## src/rtl/flappy_pkg.sv

```systemverilog
// Shared types and default sizes for the sprite ROM arbiter and its tag pipeline.
package flappy_pkg;

  typedef enum logic {
    ST_IDLE  = 1'b0,
    ST_BURST = 1'b1
  } arb_state_e;

  localparam int NUM_REQ_DEF   = 3;
  localparam int ADDR_W_DEF    = 12;
  localparam int DATA_W_DEF    = 24;
  localparam int ROM_LAT_DEF   = 2;
  localparam int BURST_MAX_DEF = 8;
  localparam int STAT_W        = 16;

  // Index width that stays legal for a single requester.
  function automatic int idx_w(input int n);
    return (n > 1) ? $clog2(n) : 1;
  endfunction

endpackage

```

## src/rtl/arb_tag_pipe.sv

```systemverilog
// Fixed-latency delay line carrying (valid, requester index) alongside ROM reads.
module arb_tag_pipe #(
  parameter int ROM_LAT = 2,
  parameter int IDX_W   = 2
) (
  input  logic             clk,
  input  logic             rst,
  input  logic             i_valid,
  input  logic [IDX_W-1:0] i_idx,
  output logic             o_valid,
  output logic [IDX_W-1:0] o_idx
);

  logic [ROM_LAT-1:0] r_valid;
  logic [IDX_W-1:0]   r_idx [ROM_LAT];

  // NOTE: only r_valid needs reset for correctness; r_idx is cleared as well so o_idx never carries X.
  always_ff @(posedge clk or posedge rst) begin
    if (rst) begin
      r_valid <= '0;
      for (int i = 0; i < ROM_LAT; i++) r_idx[i] <= '0;
    end else begin
      r_valid[0] <= i_valid;
      r_idx[0]   <= i_idx;
      for (int i = 1; i < ROM_LAT; i++) begin
        r_valid[i] <= r_valid[i-1];
        r_idx[i]   <= r_idx[i-1];
      end
    end
  end

  assign o_valid = r_valid[ROM_LAT-1];
  assign o_idx   = r_idx[ROM_LAT-1];

endmodule

```

## src/rtl/sprite_rom_arbiter.sv

```systemverilog
// Round-robin burst arbiter sharing one sprite ROM between requesters, with tagged returns.
// Optional SPRITE_ARB_STATS_EN adds per-requester saturating stall counters.
module sprite_rom_arbiter
  import flappy_pkg::*;
#(
  parameter int NUM_REQ   = NUM_REQ_DEF,
  parameter int ADDR_W    = ADDR_W_DEF,
  parameter int DATA_W    = DATA_W_DEF,
  parameter int ROM_LAT   = ROM_LAT_DEF,
  parameter int BURST_MAX = BURST_MAX_DEF
) (
  input  logic                      clk,
  input  logic                      rst,
  input  logic [NUM_REQ-1:0]        req,
  input  logic [NUM_REQ*ADDR_W-1:0] addr_flat,
  output logic [NUM_REQ-1:0]        gnt,
  output logic                      rom_rd,
  output logic [ADDR_W-1:0]         rom_addr,
  input  logic [DATA_W-1:0]         rom_data,
  output logic [NUM_REQ-1:0]        rd_valid,
  output logic [DATA_W-1:0]         rd_data
`ifdef SPRITE_ARB_STATS_EN
  ,
  output logic [NUM_REQ*STAT_W-1:0] stall_count_flat
`endif
);

  localparam int IDX_W = idx_w(NUM_REQ);
  localparam int CNT_W = $clog2(BURST_MAX + 1);

  arb_state_e       r_state, w_state_nxt;
  logic [IDX_W-1:0] r_rr_ptr, w_rr_nxt;
  logic [IDX_W-1:0] r_owner, w_owner_nxt;
  logic [CNT_W-1:0] r_burst_cnt, w_cnt_nxt;

  logic [IDX_W-1:0] w_owner_inc, w_from, w_pick, w_gnt_idx;
  logic             w_found, w_gnt_any;
  logic             w_tag_valid;
  logic [IDX_W-1:0] w_tag_idx;

  assign w_owner_inc = (int'(r_owner) == NUM_REQ - 1) ? '0 : r_owner + IDX_W'(1);
  assign w_from      = (r_state == ST_BURST) ? w_owner_inc : r_rr_ptr;

  // Round-robin search: walk downward so the smallest offset from w_from wins.
  always_comb begin
    w_found = 1'b0;
    w_pick  = '0;
    for (int k = NUM_REQ - 1; k >= 0; k--) begin
      int j;
      j = int'(w_from) + k;
      if (j >= NUM_REQ) j = j - NUM_REQ;
      if (req[j]) begin
        w_found = 1'b1;
        w_pick  = IDX_W'(j);
      end
    end
  end

  // NOTE: every output of this block gets a default first, so no path leaves one unassigned and no latch is inferred.
  always_comb begin
    w_state_nxt = r_state;
    w_rr_nxt    = r_rr_ptr;
    w_owner_nxt = r_owner;
    w_cnt_nxt   = r_burst_cnt;
    w_gnt_any   = 1'b0;
    w_gnt_idx   = '0;
    case (r_state)
      ST_IDLE: begin
        if (w_found) begin
          w_gnt_any   = 1'b1;
          w_gnt_idx   = w_pick;
          w_state_nxt = ST_BURST;
          w_owner_nxt = w_pick;
          w_cnt_nxt   = CNT_W'(1);
        end
      end
      ST_BURST: begin
        if (req[r_owner] && (r_burst_cnt < CNT_W'(BURST_MAX))) begin
          w_gnt_any = 1'b1;
          w_gnt_idx = r_owner;
          w_cnt_nxt = r_burst_cnt + CNT_W'(1);
        end else begin
          w_rr_nxt = w_owner_inc;
          if (w_found) begin
            w_gnt_any   = 1'b1;
            w_gnt_idx   = w_pick;
            w_owner_nxt = w_pick;
            w_cnt_nxt   = CNT_W'(1);
          end else begin
            w_state_nxt = ST_IDLE;
          end
        end
      end
      default: w_state_nxt = ST_IDLE;
    endcase
  end

  // NOTE: state registers use non-blocking assignments so every flop samples pre-edge values.
  always_ff @(posedge clk or posedge rst) begin
    if (rst) begin
      r_state     <= ST_IDLE;
      r_rr_ptr    <= '0;
      r_owner     <= '0;
      r_burst_cnt <= '0;
    end else begin
      r_state     <= w_state_nxt;
      r_rr_ptr    <= w_rr_nxt;
      r_owner     <= w_owner_nxt;
      r_burst_cnt <= w_cnt_nxt;
    end
  end

  // Grant is gated by rst so the ROM port is quiet for the whole reset assertion.
  assign gnt      = (w_gnt_any && !rst) ? (NUM_REQ'(1) << w_gnt_idx) : '0;
  assign rom_rd   = |(req & gnt);
  assign rom_addr = rom_rd ? addr_flat[int'(w_gnt_idx)*ADDR_W +: ADDR_W] : '0;

  arb_tag_pipe #(
    .ROM_LAT (ROM_LAT),
    .IDX_W   (IDX_W)
  ) u_tag_pipe (
    .clk     (clk),
    .rst     (rst),
    .i_valid (rom_rd),
    .i_idx   (w_gnt_idx),
    .o_valid (w_tag_valid),
    .o_idx   (w_tag_idx)
  );

  assign rd_valid = w_tag_valid ? (NUM_REQ'(1) << w_tag_idx) : '0;
  assign rd_data  = w_tag_valid ? rom_data : '0;

`ifdef SPRITE_ARB_STATS_EN
  logic [STAT_W-1:0] r_stall [NUM_REQ];

  always_ff @(posedge clk or posedge rst) begin
    if (rst) begin
      for (int i = 0; i < NUM_REQ; i++) r_stall[i] <= '0;
    end else begin
      for (int i = 0; i < NUM_REQ; i++)
        if (req[i] && !gnt[i] && (r_stall[i] != '1)) r_stall[i] <= r_stall[i] + STAT_W'(1);
    end
  end

  always_comb begin
    stall_count_flat = '0;
    for (int i = 0; i < NUM_REQ; i++) stall_count_flat[i*STAT_W +: STAT_W] = r_stall[i];
  end
`endif

endmodule

```

## config.mk

```make
export PLATFORM = sky130hd
export DESIGN_NAME = sprite_rom_arbiter
export DESIGN_NICKNAME = d
export VERILOG_FILES = /design/src/rtl/flappy_pkg.sv /design/src/rtl/arb_tag_pipe.sv /design/src/rtl/sprite_rom_arbiter.sv
export SDC_FILE = /design/constraint.sdc
export NUM_CORES = 1
export LEC_CHECK = 0
export ABC_AREA = 1
export BUFFER_PORTS_ARGS = -buffer_cell sky130_fd_sc_hd__clkbuf_2
export CAP_MARGIN = 10
export CORE_MARGIN = 1.5
export CORE_UTILIZATION = 30
export DETAILED_ROUTE_END_ITERATION = 16
export PLACE_DENSITY = 0.73
export RECOVER_POWER = 100
export SLEW_MARGIN = 5
export SYNTH_ARGS = -nofsm -noshare
export SYNTH_HDL_FRONTEND = slang
export SYNTH_SLANG_ARGS = --single-unit
```

## constraint.sdc

```tcl
create_clock -name clk -period 2.1 [get_ports clk]
set_input_delay 0.21 -clock clk [delete_from_list [all_inputs] [get_ports clk]]
set_output_delay 0.21 -clock clk [all_outputs]
set_load 0.01 [all_outputs]
```

# After elaboration in Yosys (flattened, before gate mapping)
# Cells that the tools add are included.
[op_classes] n_mul=1 n_reduce_logical=5 bitwise_logic=3 magnitude_cmp=8 shift=3 eq_ne=2 muxes=38 n_addsub=7
[op_table] operator="$lt 32x4->1 const B" count=3
[op_table] operator="$mux 32" count=3
[op_table] operator="$shiftx 36x7->12" count=1
[op_table] operator="$mux 24" count=1
[op_table] operator="$mux 2" count=9
[op_table] operator="$mux 1" count=12
[op_table] operator="$mux 12" count=1
[op_table] operator="$bmux 1 s2" count=4
[op_table] operator="$mux 4" count=2
[op_table] operator="$pmux 2 s2" count=2
[op_table] operator="$pmux 4 s2" count=1
[op_table] operator="$sub 3x2->4 const B" count=2
[op_table] operator="$ge 3x2->1 const B" count=2
[op_table] operator="$mux 3" count=2
[op_table] operator="$shl 1x2->3 const A" count=2
[op_table] operator="$add 4x1->4 const B" count=1
[op_table] operator="$lt 4x4->1 const B" count=1
[op_table] operator="$mul 2x2->4 const B" count=1
[op_table] operator="$add 2x1->3 const B" count=1
[op_table] operator="$add 2x2->3 const B" count=1
[op_table] operator="$and 3x3->3" count=1
[op_table] operator="$lt 2x3->1 const B" count=1
[op_table] operator="$reduce_or 3->1" count=1
[op_table] operator="$sub 2x2->3 const B" count=1
[op_table] operator="9 further kinds" count=11
[totals] wordCells=74 out_inout_bits=43 ff_bits=15 inputBits=65

# Depth between registers and ports, before layout
# Gate-level depths: netlist (run 1).
[depth] ltp_word=20 depth_mapped=18 depth_no_buf=18

# By module
# A second synthesis (run 1) with hierarchy kept.
[hier_totals] cells_unflattened=269 area_unflattened_um2=1544.0
[by_module_without_submodules] mod="sprite_rom_arbiter" seq_area_each_um2=225.2 cells_per_inst=260 n_inst=1 area_per_inst_um2=1375.1
[by_module_without_submodules] mod="arb_tag_pipe" seq_area_each_um2=150.1 cells_per_inst=9 n_inst=1 area_per_inst_um2=168.9

# Worst setup path before layout (run 1)
# OpenSTA, ideal clock, no wires.
[synth_timing] path_kind="reg2out" from="register r_owner[1]" to="output rom_addr[10]" path_slack_ps=-315 path_buffers=0 arrival_time_ps=2205 path_stages_with_launch=17 required_time_ps=1890 cell_sequence="dfrtp_1 > nor2_2 > inv_1 > o21ai_0 > inv_1 > ha_1 > nand2_1 > nand3_2 > nand2_2 > nand3_2 > nand2_2 > nor2_4 > nor2_8 > nand2_4 > nor2_1 > nor2_1 > nor2_1"
[synth_via] elab_chain_len=20 word_cells_on_any_way=47 cone_classes="add/sub (6); mul (1); order compare (3); eq/ne (1); shift (2); mux (30); bitwise (1); reduce/logical (3)"
[synth_rtl] item="from (decl)" line="sprite_rom_arbiter.sv:33" source="logic [IDX_W-1:0] r_owner, w_owner_nxt;"
[synth_rtl] item="from (signal assigned)" line="sprite_rom_arbiter.sv:108" source="r_owner <= w_owner_nxt;"
[synth_rtl] item="branches (longest 19 deep; another with $sub 3x2->4)"
[synth_rtl] item="$mux 12 (*)" line="sprite_rom_arbiter.sv:116" source="assign rom_addr = rom_rd ? addr_flat[int'(w_gnt_idx)*ADDR_W +: ADDR_W] : '0;"
[synth_rtl] item="to (decl)" line="sprite_rom_arbiter.sv:18" source="output logic [ADDR_W-1:0] rom_addr,"
# Mark *: on every way between the ends. The select of a mux whose other input is x is not followed.

# Worst setup path in the final report (run 1)
[layout_timing] from="register r_owner[1]" to="output rom_addr[7]"
# Same word-level chain as after synthesis.

==> impl_metrics.csv, run 1 <==
group,metric,value,unit
run_status,status,"finished, violations left",
run_status,violations,"setup timing",
worst_setup_path,path_max_fanout,8,
finish,antenna_cells,0,
logic_synthesis,synth_edf_count,0,
timing,rsz0062_at_grt,"true",
worst_setup_path,path_buf_inv,3,
pwr,power,4540,uW
clocking,htreeDepth,1,
logic_synthesis,yosys.area.top_type_share,24.10,%
timing,layout_setup_ws,-0.6289,ns
finish,fin_cells,460,
placement,io_buffer_count,107,
logic_synthesis,synth_top_cells_by_area,"dfrtp_1 (24%), nand2_1 (21%), inv_1 (14%)",
pwr,p_per_area,1841,nW/um2
die,chipWidth,75.06,um
logic_synthesis,postSynthAreaPerCell,5.856,um2
clocking,insertion_delay,0.25,ns
die,core_area,5042,um2
die,die_h,75.06,um
route,first_pass_iters,4,
route,avgViaCountPerCell,4.400,
timing,fmax,366.5,MHz
pwr,leakage,0.001531,uW
timing,fin_crit_sh,129.9,%
grt,antenna_found_initial,0,
worst_setup_path,cp.required,1.89,ns
worst_setup_path,path_class,"reg2out",
grt,grt.met3_usage,0.9371,%
logic_synthesis,synthTopCellsByCount,"nand2_1 (89), inv_1 (57), nor2_1 (26)",
timing,worst_slew_pin_slew,0.8917,ns
route,ant_nets,0,
clocking,clk_pin_slew,0.06,ns
logic_synthesis,yosysWarnings,0,
timing,fin_crit,2.729,ns
placement,place_congestion,0.8663,
finish,drive_gt1_share,42.82,%
route,route.detailed.drc,0,
timing,finClkSkew,0.003068,ns
timing,whs,0.05503,ns
pwr,ir_drop,1.136,mV
finish,utilization,48.91,%
route,detail_route.iter0.violations,41,
worst_setup_path,critPathMostFrequentCell,"nand2_2",
logic_synthesis,synthCells,266,
logic_synthesis,synth.most_common_cell,"nand2_1",
die,num_rows,26,
clocking,clock_sinks,15,
placement,dp_cells,451,
logic_synthesis,syn-num-nets,336,
worst_setup_path,slowest_stage,"dfrtp_1",
logic_synthesis,async_reset_ff_share,100.0,%
timing,maxSlewViolCount,0,
timing,relSlewSlack,40.55,%
grt,grt_use_met2,28.52,%
die,io_pins,108,
logic_synthesis,syn-cell-area,1558,um2
worst_setup_path,cp_top_family,"simple AND/OR/NAND/NOR gates",
grt,grt_pass1_wl,6872,um
flow_run,max_cap_violations,0,
clocking,clockBufferDepth,2,
timing,hold_viol,0,
placement,dp_hpwl,3595,um
logic_synthesis,synthFlopType,"dfrtp_1",
logic_synthesis,synth_cell_types,26,
grt,grt_start_max_net_pins,26,
route,wire_per_inst,9.626,um
finish,nets,461,
grt,track_usage,15.22,%
timing,setup_viol,18,
logic_synthesis,yosysTopAreaCell,"dfrtp_1",
finish,synthToLayoutAreaGrowth,58.31,%
grt,grt.overflow.total,0,
grt,top_usage_layer,"met2",
hold_path,hold_path.class,"in2async",
route,wirelength,4428,um
logic_synthesis,seq_area_frac_synth,24.10,%
worst_setup_path,cp.arrival,2.52,ns
grt,grt_pass1_vias,1721,
route,vias,2024,
worst_setup_path,startpoint_type,"flop",
worst_setup_path,slowest_delay,0.43,ns
clocking,numCtsBuffers,3,
worst_setup_path,r2r-start,"r_owner[1]",
clocking,root_buffer,"clkbuf_8",
die,start_util,30.89,%
clocking,cts_tree,"built",
logic_synthesis,ys_seq_elements,15,
worst_setup_path,worstPathCellList,"nor2_4 > inv_2 > o21ai_4 > inv_2 > ha_4 > nand2_2 > nand3_2 > a21boi_1 > nand2_2 > nand2_2 > nor2_4 > nor2_8 > nand2_4 > nor2_1 > nor2_1 > nor2_2 > buf_2",
worst_setup_path,r2r_setup_slack,-0.09,ns
die,die-area,5634,um2
grt,use_met1,18.11,%
worst_setup_path,ff2ff_path_depth,14,
worst_setup_path,end_kind,"output port",
worst_setup_path,reg2reg_to,"u_tag_pipe.r_idx[2]",
## power by group
part | leakage (uW) | internal [uW] | total (uW) | switching, uW
clock network | 0.0000255 | 131 | 233 | 102
registers | 0.000185 | 408 | 476 | 67.8
logic | 0.00132 | 1550 | 3830 | 2280
total | 0.00153 | 2090 | 4540 | 2450
## timing repair
action / 4_1_cts / 5_1_grt
resized for setup: 28 / 18
buffers inserted: 3 / 2
endpoints found under the setup margin: 18 / 23
hold buffers: 0 / 0
pin swaps: 17 / 2
hold endpoints to repair: 0 / 0
cloned: 0 / 0
## cell families after synthesis
logic type                 Yosys count  share of synthesized area, %
xor gates and xnor gates             1                        0.5624
DFF                                 15                         24.10
and+or+nand+nor                    162                         48.43
buffers and inverters               69                         17.75
AOI/OAI and AO/OA                   14                         5.141
adders and majority gates            5                         4.016
## placed cells by master (no fill, tap or decap), types with 3 or more instances in the layout
cell / n
o21ai_2: 3
buf_2: 9
nand3_2: 7
nand2_2: 9
clkbuf_8: 3
nand2_4: 5
clkbuf_2: 72
buf_4: 16
dfrtp_1: 15
nor2_2: 11
nor2_1: 18
o21ai_0: 3
nand3_1: 16
nand2_1: 84
nor2_4: 4
clkbuf_1: 27
ha_4: 4
inv_2: 14
inv_1: 47
## final cells by class
class | instances | area (um2)
flip-flops and latches | 15 | 375.4
inverters | 64 | 250.2
fillers | 529 | 2576
clock inverters | 1 | 5.005
clock buffers | 3 | 41.29
repair buffers | 125 | 638.1
multi-input cells | 182 | 1069
well taps | 70 | 87.58
## metal layers
metal	vias to the layer above	part of all wire, %
met5	-	0
met4	0	1.8
met3	8	7.4
met2	77	50
met1	904	41
li1	1035	-
## sequential cells by signal (all words and copies together), names as in the netlist
| name | flops |
|---|---|
| u_tag_pipe.r_valid | 2 |
| r_state | 1 |
| r_rr_ptr | 2 |
| u_tag_pipe.o_idx | 2 |
| u_tag_pipe.r_idx | 2 |
| r_owner | 2 |
| r_burst_cnt | 4 |
## worst max path at each step
stage | endpoint | from | cells after the start
detailed placement | rom_addr[6] | r_owner[0] | 16
global route | rom_addr[7] | r_owner[0] | 17
global placement | rom_addr[1] | r_owner[0] | 16
floorplan | rom_addr[10] | r_owner[0] | 16
CTS | rom_addr[7] | r_owner[1] | 17
finish | rom_addr[7] | r_owner[1] | 17
## metrics by stage
step                      cell area, um2  setup WS [ns]  setup TNS (ns)
after CTS                           2460        -0.6271          -9.232
after floorplan                     1595        -0.1541          -1.653
after global routing                2466        -0.8331          -13.60
final                               2466        -0.6289          -9.319
after detailed placement            2282        -0.4315          -5.849
after global placement              2282        -0.3377          -4.539
No activity file was read; power rests on OpenSTA's default activity.
==> run 2, diff against run 1 <==
==> constraint.sdc (replaced) <==
create_clock -name clk -period 2.3 [get_ports clk]
set_input_delay 0.23 -clock clk [delete_from_list [all_inputs] [get_ports clk]]
set_output_delay 0.23 -clock clk [all_outputs]
set_load 0.01 [all_outputs]
==> run 2 against run 1 <==
Largest power group unchanged. Clock skew decreased by 0.0017 ns. Die area did not move. Power is 14% higher. Register-to-register slack gained 0.09 ns. The flow still finishes with violations (setup timing). Count of clock-buffer cells in the layout is the same. Highest routed layer unchanged. Sequential share of layout area shrank 1.7 points. Global-route usage grew 2.3 points. Worst setup slack better by 0.11 ns. Largest cell class unchanged. Hold slack better by 0.029 ns.
==> impl_metrics.csv, run 2 (same netlist as run 1, synthesis figures left out) <==
group,metric,value,unit
run_status,status,"finished, violations left",
run_status,violations,"setup timing",
die,start_util,30.89,%
worst_setup_path,ff2ff_path_depth,16,
finish,nets,471,
grt,grt_pass1_vias,1798,
finish,synthToLayoutAreaGrowth,78.31,%
pwr,ir_drop,1.301,mV
placement,placed_area,2266,um2
die,core_area,5042,um2
timing,setup_viol,17,
clocking,root_buffer,"clkbuf_8",
worst_setup_path,slowest_stage,"dfrtp_2",
finish,largest-register,"r_burst_cnt",
flow_run,max_cap_violations,0,
timing,hold_viol,0,
placement,io_buffer_count,107,
pwr,leakage,0.001714,uW
die,die-area,5634,um2
timing,fin_crit_sh,122.8,%
route,avgViaCountPerCell,4.387,
grt,grt_pass1_wl,7596,um
timing,worst_slew_pin_slew,0.5784,ns
worst_setup_path,path_max_fanout,8,
timing,relSlewSlack,61.40,%
worst_setup_path,startpoint,"r_owner[1]",
clocking,cts_tree,"built",
route,detail_route.iter0.violations,94,
route,wire_per_inst,10.99,um
timing,fmax,354.1,MHz
route,wirelength,5163,um
worst_setup_path,cp_top_family,"simple AND/OR/NAND/NOR gates",
timing,maxSlewViolCount,0,
worst_setup_path,cp.required,2.07,ns
route,vias,2062,
finish,largest_register_ffs,4,
die,chipWidth,75.06,um
timing,rsz0062_at_grt,"true",
timing,finClkSkew,0.001406,ns
finish,drive_gt1_share,54.50,%
worst_setup_path,path_buf_inv,5,
finish,layout_common_cells,"clkbuf_2 (82), nand2_1 (72), inv_1 (51), buf_4 (19), nand2_2 (18)",
timing,fin_crit,2.824,ns
worst_setup_path,startpoint_type,"flop",
pwr,p_per_area,1870,nW/um2
worst_setup_path,cp.arrival,2.59,ns
route,first_pass_iters,4,
worst_setup_path,slowest_delay,0.44,ns
finish,antenna_cells,0,
grt,grt.overflow.total,0,
timing,whs,0.08410,ns
finish,finalInstanceArea,2778,um2
clocking,clock_sinks,15,
route,route.detailed.drc,0,
clocking,htreeDepth,1,
placement,place_congestion,0.8836,
worst_setup_path,critPathMostFrequentCell,"nor2_4",
clocking,clockBufferDepth,2,
die,die_h,75.06,um
route,ant_nets,0,
grt,track_usage,17.51,%
clocking,numCtsBuffers,3,
worst_setup_path,path_class,"reg2out",
die,io_pins,108,
placement,dp_hpwl,3809,um
finish,final_common_cell,"clkbuf_2",
worst_setup_path,worstPathCellList,"nor2_4 > inv_2 > o21ai_4 > buf_6 > ha_4 > inv_4 > nand3_4 > buf_6 > nand3b_1 > nand2_1 > nand2_2 > nor2_4 > nor2_8 > nand2_8 > nor2_4 > nor2_2 > nor2_2 > buf_2",
clocking,clk_pin_slew,0.06,ns
timing,layout_setup_ws,-0.5239,ns
hold_path,hold_path.class,"in2async",
grt,grt_start_max_net_pins,16,
worst_setup_path,end_kind,"output port",
die,num_rows,26,
worst_setup_path,path_depth,18,
clocking,hold_buffers,0,
worst_setup_path,r2r-start,"r_owner[0]",
clocking,insertion_delay,0.25,ns
grt,antenna_found_initial,0,
[run 2: final cells by class]
| type | count | area, um2 |
|---|---|---|
| fill | 455 | 2265 |
| inverter | 64 | 252.7 |
| multi-input combinational | 182 | 1211 |
| sequential | 15 | 376.6 |
| clock inverter | 1 | 5.005 |
| clock buffer | 3 | 41.29 |
| tap | 70 | 87.58 |
| timing repair buffer | 135 | 803.3 |
[run 2: stage by stage]
step | cells | TNS (ns) | worst slack [ns] | total power [uW] | utilization (%)
final | 470 | -7.755 | -0.5239 | 5193 | 55.09
after global routing | 470 | -10.17 | -0.6683 | 5675 | 55.09
after CTS | 465 | -7.624 | -0.5393 | 4409 | 50.30
after detailed placement | 452 | -4.287 | -0.3501 | 3440 | 44.94
after global placement | 452 | -3.332 | -0.2775 | 3378 | 44.94
after floorplan | 266 | 0 | 0.002590 | 2566 | -
[run 2: metal layers]
layer	wire [um]	GRT usage (%)	vias to the layer above
met5	0	0	-
met1	2024	17.96	902
met3	373	1.740	6
met2	2696	36.18	103
li1	-	-	1051
met4	69	5.657	0
[run 2: worst reg2reg max path: stages, from the launching register on]
cell	delay, ns
dfrtp_1	0.41
inv_2	0.10
nor2_4	0.04
inv_2	0.07
o21ai_4	0.07
buf_6	0.12
ha_4	0.29
inv_4	0.05
nand2_2	0.06
nand2_2	0.05
a21oi_2	0.18
nand3_4	0.12
nand4_1	0.16
nand2_4	0.08
buf_6	0.15
buf_4	0.13
buf_4	0.12
[run 2: power breakdown]
group | leakage, uW | internal, uW | total, uW | switching [uW]
Sequential | 0.000183 | 374 | 455 | 80.5
Combinational | 0.00150 | 2000 | 4520 | 2530
Clock | 0.0000255 | 120 | 214 | 93.7
[run 2: worst paths after layout]
check / to / slack [ns]
worst max-delay path: rom_addr[5] / -0.52
worst min-delay path: r_owner[0] / 0.08
worst max register to register: u_tag_pipe.r_idx[3] / 0
worst min register to register: u_tag_pipe.o_idx[0] / 0.35
max in group asynchronous: r_owner[1] / 1.81
min in group clk: u_tag_pipe.o_idx[0] / 0.35
[run 2: what timing repair did]
action,4_1_cts,5_1_grt
buffers inserted,9,6
resized for setup,31,77
pin swaps,17,37
endpoints found under the setup margin,16,19
